===== config.mk =====
export PLATFORM = sky130hd
export DESIGN_NAME = timer_ctrl
export DESIGN_NICKNAME = d
export VERILOG_FILES = /design/src/rtl/timer_ctrl.sv
export SDC_FILE = /design/constraint.sdc
export NUM_CORES = 1
export LEC_CHECK = 0
export ABC_AREA = 1
export CORE_MARGIN = 10
export CORE_UTILIZATION = 36
export CTS_BUF_LIST = sky130_fd_sc_hd__clkbuf_16
export CTS_CLUSTER_DIAMETER = 200
export CTS_CLUSTER_SIZE = 30
export DETAILED_ROUTE_END_ITERATION = 12
export PLACE_DENSITY_LB_ADDON = 0.3
export SLEW_MARGIN = 0
export SYNTH_ARGS = -nofsm -noshare
export SYNTH_HDL_FRONTEND = slang
export SYNTH_SLANG_ARGS = --single-unit

===== constraint.sdc =====
create_clock -name clk -period 2.04 [get_ports clk]
set_input_delay 0.204 -clock clk [delete_from_list [all_inputs] [get_ports clk]]
set_output_delay 0.204 -clock clk [all_outputs]
set_load 0.05 [all_outputs]

===== src/rtl/timer_ctrl.sv =====
// timer_ctrl: run/direction/unit sequencer for the stopwatch/timer counter bank.
// Debounces the pause button, decodes joystick X into start/direction commands,
// steps display units on a sustained joystick Y hold, and drives the expiry alarm.
// Optional feature macro: TIMER_CTRL_ALARM_EN (defined builds the ALARM state,
// alarm_cnt and sound drive; undefined sends countdown expiry to PAUSED and ties
// sound_out low).
module timer_ctrl #(
  parameter int unsigned JSTK_HI     = 800,
  parameter int unsigned JSTK_LO     = 200,
  parameter int unsigned HOLD_CYCLES = 25_000_000,
  parameter int unsigned DEB_MS      = 20,
  parameter int unsigned ALARM_MS    = 3000
) (
  input  logic       clk,
  input  logic       rst,
  input  logic       tick_1ms,
  input  logic       pause_btn,
  input  logic [9:0] jstk_x,
  input  logic [9:0] jstk_y,
  input  logic       digits_zero,
  input  logic       clk_sound,
  output logic       run,
  output logic       dir_fwd,
  output logic [1:0] units,
  output logic       units_chg,
  output logic       sound_out,
  output logic [1:0] state
);

  localparam int unsigned JW     = 10;
  localparam int unsigned DEB_W  = $clog2(DEB_MS + 1);
  localparam int unsigned HOLD_W = (HOLD_CYCLES > 1) ? $clog2(HOLD_CYCLES) : 1;

  typedef enum logic [1:0] {
    ST_IDLE   = 2'd0,
    ST_RUN    = 2'd1,
    ST_PAUSED = 2'd2,
    ST_ALARM  = 2'd3
  } state_t;

  state_t state_q, state_n;
  logic   dir_q, dir_n;
  logic   run_q;

  logic [1:0]       sync_q;
  logic             deb_level;
  logic             deb_prev;
  logic [DEB_W-1:0] deb_cnt;
  logic             pev;

  logic [HOLD_W-1:0] hold_cnt;
  logic [1:0]        units_q;
  logic              units_chg_q;
  logic              y_dec, y_inc;

  logic x_hi, x_lo, xcmd;

  // Pause path: 2-flop synchronizer, tick-based debounce, rising-edge event
  always_ff @(posedge clk or negedge rst) begin
    if (!rst) begin
      sync_q    <= 2'b00;
      deb_level <= 1'b0;
      deb_prev  <= 1'b0;
      deb_cnt   <= '0;
    end else begin
      sync_q   <= {sync_q[0], pause_btn};
      deb_prev <= deb_level;
      if (sync_q[1] == deb_level) begin
        deb_cnt <= '0;
      end else if (tick_1ms) begin
        if (deb_cnt == DEB_W'(DEB_MS - 1)) begin
          deb_level <= sync_q[1];
          deb_cnt   <= '0;
        end else begin
          deb_cnt <= deb_cnt + 1'b1;
        end
      end
    end
  end

  assign pev = deb_level & ~deb_prev;

  // X command: deflection high starts counting down, low starts counting up
  assign x_hi = (jstk_x >= JW'(JSTK_HI));
  assign x_lo = (jstk_x <= JW'(JSTK_LO));
  assign xcmd = x_hi | x_lo;

  // Y stepping qualifiers: a direction already at its limit never accumulates
  assign y_dec = (jstk_y >= JW'(JSTK_HI)) && (units_q != 2'd0);
  assign y_inc = (jstk_y <= JW'(JSTK_LO)) && (units_q != 2'd2);

`ifdef TIMER_CTRL_ALARM_EN
  localparam int unsigned ALM_W = $clog2(ALARM_MS + 1);

  logic [ALM_W-1:0] alarm_cnt;
  logic             alarm_done;
  logic             sound_q;

  assign alarm_done = tick_1ms && (alarm_cnt == ALM_W'(ALARM_MS - 1));

  // Alarm duration counter, held at zero outside ALARM so entry starts fresh
  always_ff @(posedge clk or negedge rst) begin
    if (!rst) begin
      alarm_cnt <= '0;
    end else if (state_q != ST_ALARM) begin
      alarm_cnt <= '0;
    end else if (tick_1ms) begin
      alarm_cnt <= alarm_cnt + 1'b1;
    end
  end

  // Speaker drive gated by the upcoming state so it drops with the ALARM exit
  always_ff @(posedge clk or negedge rst) begin
    if (!rst) begin
      sound_q <= 1'b0;
    end else begin
      sound_q <= (state_n == ST_ALARM) & clk_sound;
    end
  end

  assign sound_out = sound_q;
`else
  wire unused_sound = &{1'b0, clk_sound};

  assign sound_out = 1'b0;
`endif

  // State, direction and run registers
  always_ff @(posedge clk or negedge rst) begin
    if (!rst) begin
      state_q <= ST_IDLE;
      dir_q   <= 1'b1;
      run_q   <= 1'b0;
    end else begin
      state_q <= state_n;
      dir_q   <= dir_n;
      run_q   <= (state_n == ST_RUN);
    end
  end

  // Next-state and direction decode; pause event outranks joystick X
  always_comb begin
    state_n = state_q;
    dir_n   = dir_q;
    case (state_q)
      ST_IDLE, ST_PAUSED: begin
        if (pev) begin
          state_n = ST_RUN;
        end else if (xcmd) begin
          state_n = ST_RUN;
          dir_n   = x_lo;
        end
      end
      ST_RUN: begin
        if (pev) begin
          state_n = ST_PAUSED;
        end else if (!dir_q && digits_zero) begin
`ifdef TIMER_CTRL_ALARM_EN
          state_n = ST_ALARM;
`else
          state_n = ST_PAUSED;
`endif
        end else if (xcmd) begin
          dir_n = x_lo;
        end
      end
      ST_ALARM: begin
`ifdef TIMER_CTRL_ALARM_EN
        if (pev || alarm_done) begin
          state_n = ST_IDLE;
        end
`else
        state_n = ST_IDLE;
`endif
      end
      default: state_n = ST_IDLE;
    endcase
  end

  // Unit stepping on a sustained Y deflection, repeating every HOLD_CYCLES
  always_ff @(posedge clk or negedge rst) begin
    if (!rst) begin
      hold_cnt    <= '0;
      units_q     <= 2'd1;
      units_chg_q <= 1'b0;
    end else begin
      units_chg_q <= 1'b0;
      if (!(y_dec || y_inc)) begin
        hold_cnt <= '0;
      end else if (hold_cnt == HOLD_W'(HOLD_CYCLES - 1)) begin
        hold_cnt    <= '0;
        units_chg_q <= 1'b1;
        if (y_dec) begin
          units_q <= units_q - 2'd1;
        end else begin
          units_q <= units_q + 2'd1;
        end
      end else begin
        hold_cnt <= hold_cnt + 1'b1;
      end
    end
  end

  assign state     = state_q;
  assign run       = run_q;
  assign dir_fwd   = dir_q;
  assign units     = units_q;
  assign units_chg = units_chg_q;

endmodule


==> tab_implementation.tex <==
\begin{tabular}{lr}
\hline
Metric & Value \\
\hline
\multicolumn{2}{l}{\textbf{Run status}} \\
\quad Outcome & complete, no violations \\
\multicolumn{2}{l}{\textbf{Pwr}} \\
\quad Clock share of power & 39.4\% \\
\quad Cell Pwr Density & 753 nW/um\^{}2 \\
\quad Switching power & 0.000649 W \\
\quad Post-route total power & 0.00226 W \\
\quad Net Sw Frac & 28.7\% \\
\quad Share of total power in combinational logic & 20.6\% \\
\quad Share of total power in sequential cells & 40.0\% \\
\quad Leakage power & 1.23 nW \\
\quad Internal power & 0.00162 W \\
\quad Maximum vdd drop & 0.328 mV \\
\multicolumn{2}{l}{\textbf{Min path}} \\
\quad Class of the tightest hold or removal check & flop to flop \\
\quad Launch point of the worst hold path & sync\_q[0] \\
\quad Terminating pin of the worst hold path & sync\_q[1] \\
\quad Count of cells along the worst hold path & 0 \\
\multicolumn{2}{l}{\textbf{Timing}} \\
\quad Worst-margin pin slew & 523 ps \\
\quad Relative slew slack & 65.0\% \\
\quad Final hold violations & 0 \\
\quad Layout Skew & 4.00 ps \\
\quad Crit path time final & 1890 ps \\
\quad Final sum of negative setup slack & 0 ps \\
\quad Maximum clock frequency & 530 MHz \\
\quad Post-route fraction of the period consumed by the critical path & 92.5\% \\
\quad Final setup violation count & 0 \\
\quad Pins over their slew limit & 0 \\
\quad Setup repair after global routing missed its margin & false \\
\multicolumn{2}{l}{\textbf{Cells and area}} \\
\quad FF/Latch Area & 1030 um\^{}2 \\
\quad Post-route cell area & 3010 um\^{}2 \\
\quad Antenna diode count & 0 \\
\quad Proportion of layout cells with a drive suffix above 1 & 10.1\% \\
\quad Fillers & 690 \\
\quad Commonest non-fill, non-tap cells in the layout & 83 x nand2\_1, 58 x nor2\_1, 40 x inv\_1, 39 x dfrtp\_1, 30 x clkdlybuf4s50\_1 \\
\quad Post-layout net count & 395 \\
\quad Combined area of the multi-input logic cells & 1220 um\^{}2 \\
\quad Syn-to-layout area delta & 23.4\% \\
\quad Most frequent standard cell in the layout excluding fill and tap cells & nand2\_1 \\
\multicolumn{2}{l}{\textbf{Global routing}} \\
\quad Initial antenna violation count & 0 \\
\quad Wire length of the first global-routing pass & 9720 um \\
\quad Largest net degree at the start of global routing & 22 \\
\quad Global-route usage over all layers & 11.5\% \\
\quad Grt ovf & 0 \\
\quad Vias in the first global route & 2159 \\
\multicolumn{2}{l}{\textbf{Route}} \\
\quad Average wire length per cell after detail routing & 12.4 um \\
\quad Routed via count & 2119 \\
\quad Total detailed-routing wirelength & 5530 um \\
\quad Vias per cell & 4.76 \\
\quad DRT antenna net count & 0 \\
\quad Number of detailed-routing iterations run before antenna repair & 5 \\
\quad DRC violation count after routing & 0 \\
\quad DRC marker count from the first detailed-route iteration & 66 \\
\multicolumn{2}{l}{\textbf{Setup path}} \\
\quad Category of the worst setup path launch point & flop \\
\quad R2r setup slk & 400 ps \\
\quad Required time of the critical path & 1840 ps \\
\quad Crit path arrival time & 1680 ps \\
\quad Slowest library cell on the worst path & clkdlybuf4s50\_1 \\
\quad Bufs and invs on worst path & 1 \\
\quad Maximum fanout count along the critical path & 5 \\
\quad Nature of the critical path endpoint & output port \\
\quad Critical register-to-register path startpoint & hold\_cnt[0] \\
\quad Count of cells along the worst register-to-register path & 8 \\
\quad Delay-heaviest family, CP & buffers and inverters \\
\quad Max stage delay on crit path & 820 ps \\
\quad Critical path class & flop to output port \\
\quad Endpoint of the worst register-to-register path & hold\_cnt[3] \\
\quad Cell Chain, Critical Path & clkdlybuf4s50\_1 \\
\multicolumn{2}{l}{\textbf{Clocking}} \\
\quad Clock latency of the later-clocked register in the worst-skew pair & 280 ps \\
\quad Number of sinks handled by clock tree synthesis & 41 \\
\quad CTS hold repair buffers & 1 \\
\quad Root Buffer & clkbuf\_16 \\
\quad Post-cts resize count & 0 \\
\quad Number of H-tree levels & 2 \\
\quad Number of buffers added for setup after CTS & 0 \\
\quad CTS tree & built \\
\quad Worst-path clk slew & 60 ps \\
\quad Total clock buffers created by CTS & 5 \\
\quad Clock Path Buffers & 2 \\
\multicolumn{2}{l}{\textbf{Yosys}} \\
\quad Number of standard cells after synthesis & 329 \\
\quad Sequential-to-total area share from yosys stat & 42.2\% \\
\quad Distinct cell type count of the synthesized netlist & 31 \\
\quad Flop and latch count out of synthesis & 41 \\
\quad Post-Synthesis Cell Area & 2430 um\^{}2 \\
\quad Post-synth net total & 357 \\
\quad Mean instance size in the synthesized netlist & 7.40 um\^{}2 \\
\quad Number of synthesis warnings & 0 \\
\multicolumn{2}{l}{\textbf{Place}} \\
\quad Number of buffer cells added on primary ports & 31 \\
\quad Post-placement cell area & 2830 um\^{}2 \\
\quad Placed wire-length estimate after detailed placement & 4320 um \\
\quad RD Place Congestion & 0.946 \\
\multicolumn{2}{l}{\textbf{Die}} \\
\quad Num ports & 34 \\
\quad Die footprint & 10500 um\^{}2 \\
\quad Std-Cell Rows & 29 \\
\quad CORE AREA & 6460 um\^{}2 \\
\quad Die width & 102 um \\
\quad Initial cell density of the core & 37.7\% \\
\quad Vertical die dimension & 102 um \\
\multicolumn{2}{l}{\textbf{Run}} \\
\quad Max capacitance violation total & 0 \\
\hline
\end{tabular}
==> area by class of cell <==
type	count	area share, %
tap	77	3.21
clock buffer	5	4.16
inverter	41	5.12
sequential	41	34.2
timing repair buffer	33	11.2
multi-input combinational	245	40.8
clock inverter	3	1.37
==> how the worst max path moves through the flow <==
stage,slack [ps],end,from,cells past startpoint
6_report,150,units[0],units[0],1
3_3_place_gp,400,hold_cnt[24],hold_cnt[0],8
2_1_floorplan,480,hold_cnt[13],units[0],7
4_1_cts,140,units[0],units[0],1
5_1_grt,120,units[0],units[0],1
3_5_place_dp,380,hold_cnt[5],hold_cnt[0],8
==> power groups by stage <==
stage                     Combinational, W  Sequential (W)  Clock, W
after floorplan                   0.000147         0.00106         0
after global placement            0.000467        0.000920         0
after detailed placement          0.000471        0.000922         0
after CTS                         0.000473        0.000907  0.000915
after global routing              0.000505        0.000913  0.000957
final                             0.000467        0.000907  0.000891
==> logic make-up after synthesis <==
logic type,after synthesis,synth area share (%)
adders and majority gates,2,1.03
buffers and inverters,43,7.45
DFF,41,42.2
and+or+nand+nor,209,38.6
AOI/OAI and AO/OA,15,4.01
other,1,0.154
xor gates and xnor gates,18,6.47
==> flip-flops by register name, indices dropped and copies added (netlist names) <==
signal	flops
run	1
dir_fwd	1
state	2
deb_level	1
deb_prev	1
units_chg	1
deb_cnt	5
sync_q	2
hold_cnt	25
units	2
==> worst reg2reg max path: stages (launching register included) <==
cell and delay (ps):
dfrtp_1 390, ha_1 220, nand2_2 90, nor2_4 140, nand3_2 150, nor2_2 130
nand3_2 100, nand2_4 240, nor2_1 70
==> cells in the mapped netlist <==
| cell | number | area [um^2] |
|---|---|---|
| nand2_2 | 2 | 12.5 |
| nor3_1 | 10 | 50.1 |
| ha_1 | 2 | 25.0 |
| and2_1 | 1 | 6.26 |
| a31o_2 | 1 | 8.76 |
| nor4_1 | 1 | 6.26 |
| inv_2 | 1 | 3.75 |
| nand3_1 | 29 | 145 |
| inv_1 | 40 | 150 |
| nor2_4 | 3 | 33.8 |
| nor2_2 | 12 | 75.1 |
| dfstp_2 | 2 | 52.6 |
| xor2_1 | 13 | 114 |
| buf_4 | 1 | 7.51 |
| o22ai_1 | 2 | 12.5 |
| conb_1 | 1 | 3.75 |
| nor3_2 | 1 | 10.0 |
| xnor2_1 | 5 | 43.8 |
| nand2_4 | 1 | 11.3 |
| a211oi_2 | 1 | 12.5 |
| o21ai_0 | 6 | 30.0 |
| o21bai_1 | 1 | 7.51 |
| a21boi_2 | 1 | 11.3 |
| nand4_1 | 5 | 31.3 |
| buf_12 | 1 | 20.0 |
| nor2_1 | 58 | 218 |
| o21ai_1 | 1 | 5.00 |
| nand2_1 | 83 | 312 |
| dfrtp_1 | 39 | 976 |
| nand3_2 | 3 | 30.0 |
| a21oi_1 | 2 | 10.0 |
==> routing by layer <==
layer	global-route usage, %	vias to the layer above	wire length (um)
met5	0	-	0
met4	4.23	0	99
met3	3.44	8	385
met2	18.6	50	2430
met1	14.2	954	2620
li1	-	1107	-
==> stage by stage <==
stage | utilization, % | cells | worst slack (ps) | hold WS, ps
final | 46.5 | 445 | 154 | 360
after global routing | 46.5 | 445 | 119 | 357
after CTS | 46.5 | 445 | 143 | 361
after detailed placement | 43.8 | 436 | 376 | 210
after global placement | 43.8 | 436 | 400 | 201
after floorplan | - | 329 | 476 | -91.6
(Power assumes the default switching activity.)
